### config.mk
export PLATFORM = sky130hd
export DESIGN_NAME = traffic_seq_ped
export DESIGN_NICKNAME = d
export VERILOG_FILES = /design/src/rtl/traffic_seq_ped.sv
export SDC_FILE = /design/constraint.sdc
export NUM_CORES = 1
export LEC_CHECK = 0
export ABC_CLOCK_PERIOD_IN_PS = 3400
export BUFFER_PORTS_ARGS = -buffer_cell sky130_fd_sc_hd__buf_4
export CAP_MARGIN = 25
export CORE_MARGIN = 2
export CORE_UTILIZATION = 45
export CTS_CLUSTER_SIZE = 30
export DETAILED_ROUTE_END_ITERATION = 10
export PLACE_DENSITY = 0.66
export SYNTH_ARGS = -nofsm -noshare
export SYNTH_HDL_FRONTEND = slang
export SYNTH_SLANG_ARGS = --single-unit
### constraint.sdc
create_clock -name clk -period 3.4 [get_ports clk]
set_clock_uncertainty 0.1 [all_clocks]
set_input_delay 0.17 -clock clk [delete_from_list [all_inputs] [get_ports clk]]
set_output_delay 0.17 -clock clk [all_outputs]
set_load 0.1 [all_outputs]
### src/rtl/traffic_seq_ped.sv
// traffic_seq_ped: UK red/amber/green sequencer with a programmable dwell per
// phase, a latched pedestrian request and an all-red WALK phase.
module traffic_seq_ped #(
  parameter int TW        = 8,
  parameter int RED_CYC   = 4,
  parameter int RA_CYC    = 2,
  parameter int GREEN_CYC = 6,
  parameter int AMBER_CYC = 3,
  parameter int WALK_CYC  = 5
) (
  input  logic clk,
  input  logic rst_n,
  input  logic en,
  input  logic ped_req,
  output logic red,
  output logic amber,
  output logic green,
  output logic walk,
  output logic ped_wait
);

  typedef enum logic [2:0] {
    S_RED   = 3'd0,
    S_RA    = 3'd1,
    S_GREEN = 3'd2,
    S_AMBER = 3'd3,
    S_WALK  = 3'd4
  } state_e;

  // Timer load values: a phase of N cycles counts N-1 down to 0.
  localparam logic [TW-1:0] LD_RED   = TW'(RED_CYC - 1);
  localparam logic [TW-1:0] LD_RA    = TW'(RA_CYC - 1);
  localparam logic [TW-1:0] LD_GREEN = TW'(GREEN_CYC - 1);
  localparam logic [TW-1:0] LD_AMBER = TW'(AMBER_CYC - 1);
  localparam logic [TW-1:0] LD_WALK  = TW'(WALK_CYC - 1);

  localparam longint MAX_CYC = longint'(1) << TW;

  // Reject dwell values the TW-bit timer cannot represent.
  if (RED_CYC < 1 || RED_CYC > MAX_CYC) begin : g_bad_red
    $error("traffic_seq_ped: RED_CYC out of range 1..2**TW");
  end
  if (RA_CYC < 1 || RA_CYC > MAX_CYC) begin : g_bad_ra
    $error("traffic_seq_ped: RA_CYC out of range 1..2**TW");
  end
  if (GREEN_CYC < 1 || GREEN_CYC > MAX_CYC) begin : g_bad_green
    $error("traffic_seq_ped: GREEN_CYC out of range 1..2**TW");
  end
  if (AMBER_CYC < 1 || AMBER_CYC > MAX_CYC) begin : g_bad_amber
    $error("traffic_seq_ped: AMBER_CYC out of range 1..2**TW");
  end
  if (WALK_CYC < 1 || WALK_CYC > MAX_CYC) begin : g_bad_walk
    $error("traffic_seq_ped: WALK_CYC out of range 1..2**TW");
  end

  function automatic logic [TW-1:0] load_of(state_e s);
    case (s)
      S_RED:   load_of = LD_RED;
      S_RA:    load_of = LD_RA;
      S_GREEN: load_of = LD_GREEN;
      S_AMBER: load_of = LD_AMBER;
      S_WALK:  load_of = LD_WALK;
      default: load_of = LD_RED;
    endcase
  endfunction

  // Lamp pattern {red, amber, green, walk} for a state.
  function automatic logic [3:0] lamps_of(state_e s);
    case (s)
      S_RED:   lamps_of = 4'b1000;
      S_RA:    lamps_of = 4'b1100;
      S_GREEN: lamps_of = 4'b0010;
      S_AMBER: lamps_of = 4'b0100;
      S_WALK:  lamps_of = 4'b1001;
      default: lamps_of = 4'b1000;
    endcase
  endfunction

  state_e          state_q, state_d;
  logic [TW-1:0]   timer_q, timer_d;
  logic            ped_q, ped_d;
  logic [3:0]      lamp_q;

  // Next state: latch requests every cycle, advance the dwell only when enabled.
  always_comb begin
    state_d = state_q;
    timer_d = timer_q;
    ped_d   = ped_q;
    if (ped_req && state_q != S_WALK) ped_d = 1'b1;
    if (en) begin
      if (timer_q != '0) begin
        timer_d = timer_q - TW'(1);
      end else begin
        case (state_q)
          S_RED:   state_d = S_RA;
          S_RA:    state_d = S_GREEN;
          S_GREEN: state_d = S_AMBER;
          // Decision uses the latch as it stood before this edge, so a
          // request arriving on the last amber cycle waits a full round.
          S_AMBER: state_d = ped_q ? S_WALK : S_RED;
          default: state_d = S_RED;
        endcase
        timer_d = load_of(state_d);
        // Entering WALK serves the request, even one arriving this cycle.
        if (state_d == S_WALK) ped_d = 1'b0;
      end
    end
  end

  // State, timer, latch and lamps register together; lamps track state_d so
  // they change on the same edge as the state.
  always_ff @(posedge clk or negedge rst_n) begin
    if (!rst_n) begin
      state_q <= S_RED;
      timer_q <= LD_RED;
      ped_q   <= 1'b0;
      lamp_q  <= 4'b1000;
    end else begin
      state_q <= state_d;
      timer_q <= timer_d;
      ped_q   <= ped_d;
      lamp_q  <= lamps_of(state_d);
    end
  end

  assign {red, amber, green, walk} = lamp_q;
  assign ped_wait                  = ped_q;

endmodule

**Yosys cells after proc, flatten, opt, wreduce, memory -nomap -nowiden**

Index checks and enable logic that the tools add are counted.
Widths: inputs -> output; s select.

- Add/subtract/negate cells: 1
- Multipliers: 0
- Divide/modulo/power cells: 0
- Magnitude comparators: 0
- Equality and inequality tests: 12
- Shifts and indexed selects: 0
- Mux-type cells: 13
- Bitwise gates (word level): 0
- Reductions and logical operators: 3

Operator list:

| operator | number |
|---|---|
| $pmux 3 s4 | 2 |
| $eq 3x2->1 const B | 6 |
| $pmux 4 s4 | 1 |
| $mux 3 | 5 |
| $eq 3x1->1 const B | 3 |
| $mux 8 | 1 |
| $reduce_bool 8->1 | 1 |
| $sub 8x1->8 const B | 1 |
| $eq 3x3->1 const B | 2 |
| $mux 1 | 4 |
| $logic_not 3->1 | 1 |
| $ne 3x3->1 const B | 1 |
| $logic_and 1x1->1 | 1 |

- Bits in registers: 16
- Latch bits: 0
- Bits in writable memories: 0
- Memory bits (read-only): 0
- Input port bits: 4
- Output and inout port bits: 5
- Word-level logic and storage cells: 33
- Memories: 0

**Logic depth before layout (Yosys ltp)**

Gate-level depths: netlist of the first run.

- Depth after elaboration: 8
- Mapped depth: 6
- Gate-level depth less buffers: 5

**Worst setup path before layout of the first run**

OpenSTA, ideal clock, no wires.

- Path kind: reg-to-reg
- Start point: register timer_q[0]
- End point: register lamp_q[2]
- Arrival time: 1.707 ns
- Data required time: 3.222 ns
- Setup slack: 1.516 ns
- Cell stages (with the launch flop): 7
- Path buffers: 1
- Clock period less this slack: 1.884 ns
- Cell sequence: dfstp_2 inv_1 ha_1 or4b_1 buf_2 or3_1 a21oi_1

- Cells in the longest elaborated chain, start to end: 5
- Elaborated cells on any way between the ends: 8
- Classes of those cells: 4 x eq/ne; 3 x mux; 1 x reduce/logical

Ends and longest elaborated chain:

| item | RTL line | source |
|---|---|---|
| start, declared | 80 | `logic [TW-1:0] timer_q, timer_d;` |
| start signal, assigned | 120 | `timer_q <= timer_d;` |
| $reduce_bool 8->1 * | 91 | `if (timer_q != '0) begin` |
| $mux 3 * | 91 |  |
| $mux 3 * | 90 | `if (en) begin` |
| $eq 3x3->1, or another cell as far along | 69 | `case (s)` |
| $pmux 4 s4 * | 69 |  |
| end signal, assigned | 122 | `lamp_q <= lamps_of(state_d);` |
| end, declared | 82 | `logic [3:0] lamp_q;` |

Every way passes the cells marked *; elsewhere a longest branch is shown, timed or not.
A chain may end at the register's enable or synchronous reset.

**Worst setup path in the final report of the first run**

- Start point: register timer_q[0]
- End point: register timer_q[1]

- Cells in the longest elaborated chain, start to end: 2
- Elaborated cells on any way between the ends: 3
- Classes of those cells: 1 x add/sub; 1 x mux; 1 x reduce/logical

Ends and longest elaborated chain:

| item | RTL line |
|---|---|
| $sub 8x1->8 / $reduce_bool 8->1 (equally long branches) | 92, 91 |
| $mux 8 * | 91 |

Marks and branches as above.

==> results.toml, run 1 <==
[placement]
finalWeightedCongestion = 0.893
place_ws_ns = 1.31
dp_hpwl_um = 1190
port_buffers = 8

[power]
pwr-share-clk = 0.117
seq_power_share = 0.429
vdd_drop_max_mv = 0.454
intPower_mw = 0.456
power.switching_mw = 0.430
powerDensity_nw_per_um2 = 902
leakagePower_nw = 0.396
swShare = 0.485
combPwrFrac = 0.454

[sta]
drv_slew = 0
setup_viol = 0
timing.final.crit_period_ns = 2.13
timing.slew.headroom = 0.386
period_share = 0.626
fmax_ghz = 0.470
holdWs_ns = 0.0315
setup_ws_ns = 1.27
finalSetupTns_ns = 0
rsz0062_at_grt = "no"
worstMarginPinSlew_ns = 0.919
finalHoldViolations = 0

[cts]
cts_max_level = 1
clockRootBuffer = "clkbuf_4"
insertion_delay_ns = 0.29
post_cts_buffers = 0
cts_tree = "built"
cts_buffers = 3
clock-sinks = 16
clk_path_buf_depth = 2
clk_pin_slew_ns = 0.08

[synth]
synth_area_leaders = "dfrtp_1 (37%), dfstp_2 (8.9%), mux2_2 (3.8%), o21ai_0 (3.4%), nor4b_2 (3.4%)"
ys_types = 36
yosysMostFrequentCell = "dfrtp_1"
synth_edf_count = 0
yosysTopAreaCellShare = 0.367
synth-async-reset-ratio = 1.00
postSynthAreaPerCell_sq_um = 10.3
synth-seq-area-share = 0.456
synth_commonest_cells = "dfrtp_1 (13), o21ai_0 (6), a21oi_1 (5)"
yosys_warnings = 0
synthesis.nets = 92
synthFlopType = "dfrtp_1"
postSynthCellCount = 86
mappedNetlistArea_sq_um = 887
synth_top_area_cell = "dfrtp_1"
ys_ff_latch = 16

[critical_path]
crit_fanout = 10
cp.arrival_ns = 2.20
crit_type = "flop to flop"
crit_path_end_kind = "flop"
startpoint_type = "flop"
cp.required_ns = 3.48
startpoint = "timer_q[0]"
r2r-start = "timer_q[0]"

[global_route]
globalRouteTotalUtil = 0.163
grt_first_pass_wirelength_um = 3040
grt_pass1_vias = 675
grt_antenna_before_repair = 0
grt-ovfl-total = 0
grt_max_degree = 17

[layout]
fillers = 174
drive_above_1_share = 0.226
layout.nets = 100
utilization = 0.517
antenna-diode-count = 0
syn_to_final_growth_pct = 10.9

[die]
initial_core_util = 0.466
core_sq_um = 1900
die_y_um = 48.4
rows = 16
dieArea_sq_um = 2340
die_w_um = 48.4
io_pins = 9

[routing]
wirelength_um = 1680
vias = 706
viasPerCell = 5.88
firstDrtPassIters = 4
drcViolationCount = 0
drtAntennaViolNets = 0
wl_per_cell_um = 14.0
drt-initial-drc-count = 25

[status]
status = "complete, no violations"

[min_path]
hp-class = "input pin to flop"
hold_start = "en"

[job]
cap_violations = 0
## path summary, 6_finish.rpt
path	endpoint	slack, ns	cells after the start
min in group asynchronous	lamp_q[0]	0.17	2
worst max register to register	timer_q[1]	1.27	5
worst min register to register	timer_q[7]	0.48	1
max in group asynchronous	timer_q[1]	2.77	2
worst min-delay path	timer_q[0]	0.03	2
worst max-delay path	timer_q[1]	1.27	5
## power groups by stage
stage          Clock, mW  Sequential [mW]  Combinational (mW)
2_1_floorplan          0            0.462               0.247
3_3_place_gp           0            0.382               0.396
3_5_place_dp           0            0.384               0.398
4_1_cts            0.107            0.379               0.401
5_1_grt            0.117            0.399               0.439
6_report           0.104            0.380               0.402
## critical path, cell delays in order, from the launching register on
cell      delay (ns)
dfstp_2         0.39
inv_1           0.13
ha_1            0.20
nor4b_2         0.75
a21oi_1         0.16
a221oi_1        0.29
## metrics by stage
stage	instances	power, mW	area [sq um]
6_report	120	0.887	983
5_1_grt	120	0.956	983
4_1_cts	120	0.888	983
3_5_place_dp	115	0.782	947
3_3_place_gp	115	0.778	947
2_1_floorplan	86	0.709	887
## registers in the layout (all words and copies together) (netlist names)
| name | cells |
|---|---|
| state_q | 3 |
| timer_q | 8 |
| ped_wait | 1 |
| lamp_q | 4 |
## cell usage in the layout (no fill, tap or decap), types with 3 or more instances in the layout
| master | Yosys | final |
|---|---|---|
| a21oi_1 | 5 | 5 |
| buf_4 | 0 | 8 |
| clkbuf_4 | 0 | 3 |
| dfrtp_1 | 13 | 13 |
| dfstp_2 | 3 | 3 |
| inv_1 | 4 | 4 |
| mux2_2 | 3 | 3 |
| nand2_1 | 4 | 4 |
| nor2_1 | 4 | 4 |
| nor3_1 | 3 | 3 |
| o21ai_0 | 6 | 6 |
| or3_1 | 3 | 3 |
## layout make-up
type                    instances  area (sq um)  share of cell area
repair buffers                  9          70.1              0.0712
clock buffers                   4          26.3              0.0267
flip-flops and latches         16           404               0.411
multi-input cells              60           434               0.441
inverters                       4          15.0              0.0153
well taps                      27          33.8              0.0344
## logic make-up (layout without fill, tap and decap cells)
logic type | after synthesis | after routing | share of synthesized area
adders and majority gates | 2 | 2 | 0.0282
xor gates and xnor gates | 1 | 1 | 0.00987
AOI/OAI and AO/OA | 27 | 27 | 0.205
muxes | 4 | 4 | 0.0494
buffers and inverters | 10 | 17 | 0.0550
and+or+nand+nor | 26 | 26 | 0.197
DFF | 16 | 16 | 0.456
## timing repair
action,4_1_cts,5_1_grt
hold endpoints to repair,16,0
hold buffers,1,0
resized for setup,0,0
## routing by layer
layer | global-route usage | share of wire | vias up
met5 | 0 | 0 | -
met4 | 0.0667 | 0.0053 | 0
met3 | 0.0340 | 0.074 | 2
met2 | 0.245 | 0.46 | 35
met1 | 0.230 | 0.46 | 327
li1 | - | - | 342
Note: power is estimated with default switching activity, not from simulation.
==> run 2, diff against run 1 <==
- ABC_AREA: default -> 1
- ABC_CLOCK_PERIOD_IN_PS: 3400 -> 2000
- PLACE_DENSITY: 0.66 -> 0.65
- clock period: 3.4 -> 2 ns (I/O delays scaled with it)
==> run 2 against run 1 <==
Highest routed layer unchanged; register-to-register slack got worse by 0.87 ns; count of clock-buffer cells in the layout is the same; clock power increased by 100%; power increased by 48%; non-clock buffer count increased by 1; flip-flop and latch count stayed put; global-route usage is 0.67 points higher; wire length grew 3.6%; critical path type unchanged.
==> results.toml, run 2 <==
[critical_path]
crit_fanout = 4
cp.required_ns = 2.08
cp.arrival_ns = 1.68
startpoint_type = "flop"
crit_path_end_kind = "flop"
reg2reg_depth = 10
crit_type = "flop to flop"

[placement]
dp.cells = 156
port_buffers = 8
placed_area_sq_um = 1030
place_ws_ns = 0.422
dp_hpwl_um = 1370
finalWeightedCongestion = 0.879

[synth]
mappedNetlistArea_sq_um = 941
synth-async-reset-ratio = 1.00
ys_ff_latch = 16
synthFlopType = "dfrtp_1"
synth_commonest_cells = "nand2_1 (27), inv_1 (19), dfrtp_1 (13), nor2_1 (13)"
synth-seq-area-share = 0.430
synth_edf_count = 0
synth_top_area_cell = "dfrtp_1"
yosysTopAreaCellShare = 0.346
synthesis.nets = 128
synth_area_leaders = "dfrtp_1 (35%), nand2_1 (11%), dfstp_2 (8.4%), inv_1 (7.6%), nor2_1 (5.2%)"
postSynthAreaPerCell_sq_um = 7.71
yosys_warnings = 0
postSynthCellCount = 122
ys_types = 19
yosysMostFrequentCell = "nand2_1"

[power]
leakagePower_nw = 0.515
pwr-share-clk = 0.159
seq_power_share = 0.397
vdd_drop_max_mv = 0.803
powerDensity_nw_per_um2 = 1210
swShare = 0.450
power_mw = 1.31
combPwrFrac = 0.443
intPower_mw = 0.723
power.switching_mw = 0.591

[sta]
rsz0062_at_grt = "no"
timing.slew.headroom = 0.813
holdWs_ns = 0.0207
finalHoldViolations = 0
timing.final.crit_period_ns = 1.59
drv_slew = 0
setup_viol = 0
finalSetupTns_ns = 0
setup_ws_ns = 0.406
fmax_ghz = 0.627
worstMarginPinSlew_ns = 0.283
period_share = 0.797

[global_route]
globalRouteTotalUtil = 0.170
grt-ovfl-total = 0
grt_max_degree = 17
grt_pass1_vias = 801
grt_antenna_before_repair = 0
grt_first_pass_wirelength_um = 3220

[layout]
utilization = 0.552
antenna-diode-count = 0
stdcell_count = 162
drive_above_1_share = 0.230
design_area_sq_um = 1080
final_cell_mix = "nand2_1 (27), inv_1 (19), nor2_1 (13), dfrtp_1 (13)"
layout.nets = 142
fillers = 205
reg_top3 = "timer_q: 8 flops, lamp_q: 4 flops, state_q: 3 flops"
largest_reg_flops = 8
top_register = "timer_q"
mostFrequentLayoutCell = "nand2_1"
syn_to_final_growth_pct = 15.2

[die]
io_pins = 9
rows = 16
initial_core_util = 0.480
dieArea_sq_um = 2470
die_y_um = 49.7
core_sq_um = 1960
die_w_um = 49.7

[cts]
clk_pin_slew_ns = 0.09
cts_max_level = 1
insertion_delay_ns = 0.29
clockRootBuffer = "clkbuf_4"
post_cts_resized = 0
clock-sinks = 16
post_cts_buffers = 0
ctsHoldBuffers = 2
cts_tree = "built"
clk_path_buf_depth = 2
cts_buffers = 3

[routing]
vias = 771
wirelength_um = 1740
drt-initial-drc-count = 12
firstDrtPassIters = 4
wl_per_cell_um = 10.8
viasPerCell = 4.76
drtAntennaViolNets = 0
drcViolationCount = 0

[job]
cap_violations = 0

[min_path]
hp-class = "input pin to flop"
hold_path_depth = 5

[status]
status = "complete, no violations"
-- run 2: critical path: stages (launching register included) --
cell and delay (ns):
dfstp_2 0.56, inv_1 0.07, ha_1 0.22, inv_1 0.08, nor2_1 0.04, nand2_1 0.10
nor2_4 0.05, nand3_1 0.08, nand2_2 0.08, nand2_1 0.06, nor2_1 0.04
-- run 2: layer usage --
layer | share of wire | vias up | global-route usage
met5 | 0 | - | 0
met4 | 0.022 | 0 | 0.0741
met3 | 0.025 | 5 | 0.0333
met2 | 0.51 | 12 | 0.293
met1 | 0.44 | 352 | 0.203
li1 | - | 402 | -
-- run 2: kinds of logic (layout without fill, tap and decap cells) --
| kind of cell | after synthesis | in the layout | share of synthesized area |
|---|---|---|---|
| buf+inv | 23 | 36 | 0.0957 |
| simple gates | 64 | 64 | 0.350 |
| fa+ha+maj | 2 | 2 | 0.0266 |
| compound gates | 15 | 15 | 0.0798 |
| xor+xnor | 2 | 2 | 0.0186 |
| flops | 16 | 16 | 0.430 |
-- run 2: path summary, 6_finish.rpt --
check / from / endpoint / slack [ns]
max: timer_q[0] / lamp_q[1] / 0.41
min: ped_req / ped_wait / 0.02
max reg2reg: timer_q[0] / lamp_q[1] / 0.41
min reg2reg: timer_q[1] / timer_q[1] / 0.37
max in group asynchronous: rst_n / lamp_q[3] / 1.45
min in group asynchronous: rst_n / ped_wait / 0.10
-- run 2: final cells by class --
cell class	instances	area [sq um]	area share
tap	27	33.8	0.0312
multi-input combinational	83	447	0.412
timing repair buffer	10	80.1	0.0739
sequential	16	404	0.373
clock buffer	4	36.3	0.0335
inverter	22	82.6	0.0762
-- run 2: power groups by stage --
| stage | combinational (mW) | clock, mW | sequential (mW) |
|---|---|---|---|
| global placement | 0.584 | 0 | 0.524 |
| detailed placement | 0.583 | 0 | 0.528 |
| finish | 0.582 | 0.209 | 0.522 |
| floorplan | 0.366 | 0 | 0.621 |
| CTS | 0.589 | 0.219 | 0.523 |
| global route | 0.662 | 0.233 | 0.538 |
==> run 3, diff against run 2 <==
- ABC_AREA: 1 -> 0
- ABC_CLOCK_PERIOD_IN_PS: 2000 -> 1500
- PLACE_DENSITY: 0.65 -> 0.66
- clock period: 2 -> 1.5 ns (I/O delays scaled with it)
==> run 3 against run 2 <==
Flip-flop and latch count unchanged; utilization up 23 points; die area shrank 5.3%; cell count shrank 6.2%; clock power is 44% higher; the run now ends with negative setup slack left; register-to-register slack worse by 0.72 ns; wire length grew 73%; combinational power rose to 3.6 times the previous value; setup slack got worse by 0.72 ns; critical path depth shrank 6; power increased by 140%.
==> results.toml, run 3 (synthesis gave the netlist of run 1 again) <==
[status]
status = "finished with violations"
violations = "negative setup slack"

[layout]
mostFrequentLayoutCell = "buf_4"
design_area_sq_um = 1500
syn_to_final_growth_pct = 68.7
top_register = "timer_q"
drive_above_1_share = 0.632
reg_top3 = "timer_q: 8 flops, lamp_q: 4 flops, state_q: 3 flops"
utilization = 0.787
antenna-diode-count = 0
final_cell_mix = "buf_4 (30), dfrtp_1 (12), buf_6 (7)"
layout.nets = 132
largest_reg_flops = 8
stdcell_count = 152

[routing]
wl_per_cell_um = 19.9
drt-initial-drc-count = 28
drtAntennaViolNets = 0
wl_met2_um = 1590
vias = 915
dr_wl_met3_um = 204
wirelength_um = 3020
top_layer = "met4"
drt-met1-wl_um = 1170
viasPerCell = 6.02
firstDrtPassIters = 4
drcViolationCount = 0

[cts]
clock-sinks = 16
cts_buffers = 3
cts_tree = "built"
insertion_delay_ns = 0.29
clk_pin_slew_ns = 0.11
cts_max_level = 1
clockRootBuffer = "clkbuf_4"
clk_path_buf_depth = 2

[power]
powerDensity_nw_per_um2 = 2110
leakagePower_nw = 0.656
vdd_drop_max_mv = 1.31

[min_path]
hp-class = "input pin to asynchronous set/reset pin"

[critical_path]
crit_path_end_kind = "flop"
crit_fanout = 5
crit_type = "flop to flop"
startpoint_type = "flop"
cp.arrival_ns = 1.90
cp.required_ns = 1.59

[placement]
dp_hpwl_um = 1550
dp.cells = 135
port_buffers = 8
placed_area_sq_um = 1140
finalWeightedCongestion = 0.780

[sta]
drv_slew = 0
period_share = 1.21
setup_ws_ns = -0.312
rsz0062_at_grt = "yes"
finalHoldViolations = 0
timing.slew.headroom = 0.694
worstMarginPinSlew_ns = 0.452
setup_viol = 16
fmax_ghz = 0.552
timing.final.crit_period_ns = 1.81

[die]
die_y_um = 48.4
rows = 16
io_pins = 9
core_sq_um = 1900
die_w_um = 48.4
dieArea_sq_um = 2340
initial_core_util = 0.466

[global_route]
grt-ovfl-total = 0
grt_max_degree = 17
grt_pass1_vias = 909
globalRouteTotalUtil = 0.252
grt_first_pass_wirelength_um = 4550
grt_antenna_before_repair = 0

[job]
cap_violations = 0
==> run 3: cell count changes in the layout (fill, tap and decap cells not counted), moves of 3 or more <==
| cell | before | now |
|---|---|---|
| o21ai_0 | 9 | 1 |
| inv_1 | 19 | 2 |
| nand3_1 | 9 | 0 |
| nand2_2 | 5 | 0 |
| nand2_1 | 27 | 3 |
| or4b_4 | 0 | 3 |
| nor2_1 | 13 | 3 |
| nand3_2 | 3 | 0 |
| nor2_4 | 4 | 0 |
| buf_4 | 8 | 30 |
| o21ai_2 | 0 | 3 |
| inv_2 | 3 | 0 |
| buf_6 | 0 | 7 |
==> run 3: per-layer routing <==
metal	vias up	track usage
met5	-	0
met4	0	0.110
met3	8	0.0463
met2	50	0.417
met1	449	0.325
li1	408	-
==> run 3: repair_timing <==
| item | 4_1_cts | 5_1_grt |
|---|---|---|
| gates cloned | 1 | 0 |
| endpoints found under the setup margin | 16 | 16 |
| hold endpoints to repair | 17 | 0 |
| hold buffers | 2 | 0 |
| pin swaps | 8 | 6 |
| buffers inserted | 8 | 4 |
| gates resized for setup | 25 | 14 |
==> run 3: per-stage QoR <==
step	total power [mW]	worst slack, ns	setup TNS [ns]	hold slack (ns)
floorplan	1.72	-0.296	-2.30	-0.321
global placement	2.17	-0.345	-3.22	-0.153
detailed placement	2.20	-0.349	-3.37	-0.152
CTS	2.85	-0.261	-2.95	0.0459
global route	3.30	-0.333	-4.25	0.0852
finish	3.16	-0.312	-3.61	0.0623
==> run 3: power by group <==
group          total, mW  switching, mW  internal (mW)
registers          0.773          0.146          0.627
clock network      0.300          0.152          0.148
logic               2.09           1.20          0.883
==> run 3: worst max-delay path, stage by stage, from the launching register on <==
cell and delay (ns):
dfrtp_1 0.39, or4b_4 0.60, buf_6 0.16, buf_6 0.11, o41ai_4 0.35
==> run 3: area by class of cell <==
class                           count  area [sq um]
Multi-Input combinational cell     61           657
Sequential cell                    16           405
Fill cell                         109           405
Timing Repair Buffer               40           344
Clock buffer                        4          36.3
Tap cell                           27          33.8
Inverter                            4          20.0
==> run 3: path summary, 6_finish.rpt <==
| path | end | from | cells after the start | slack [ns] |
|---|---|---|---|---|
| setup / recovery | state_q[2] | timer_q[4] | 4 | -0.31 |
| hold / removal | state_q[0] | rst_n | 2 | 0.06 |
| setup reg to reg | state_q[2] | timer_q[4] | 4 | -0.31 |
| hold reg to reg | ped_wait | ped_wait | 1 | 0.49 |
| max in group asynchronous | timer_q[1] | rst_n | 2 | 0.99 |
| min in group clk | timer_q[0] | en | 3 | 0.08 |
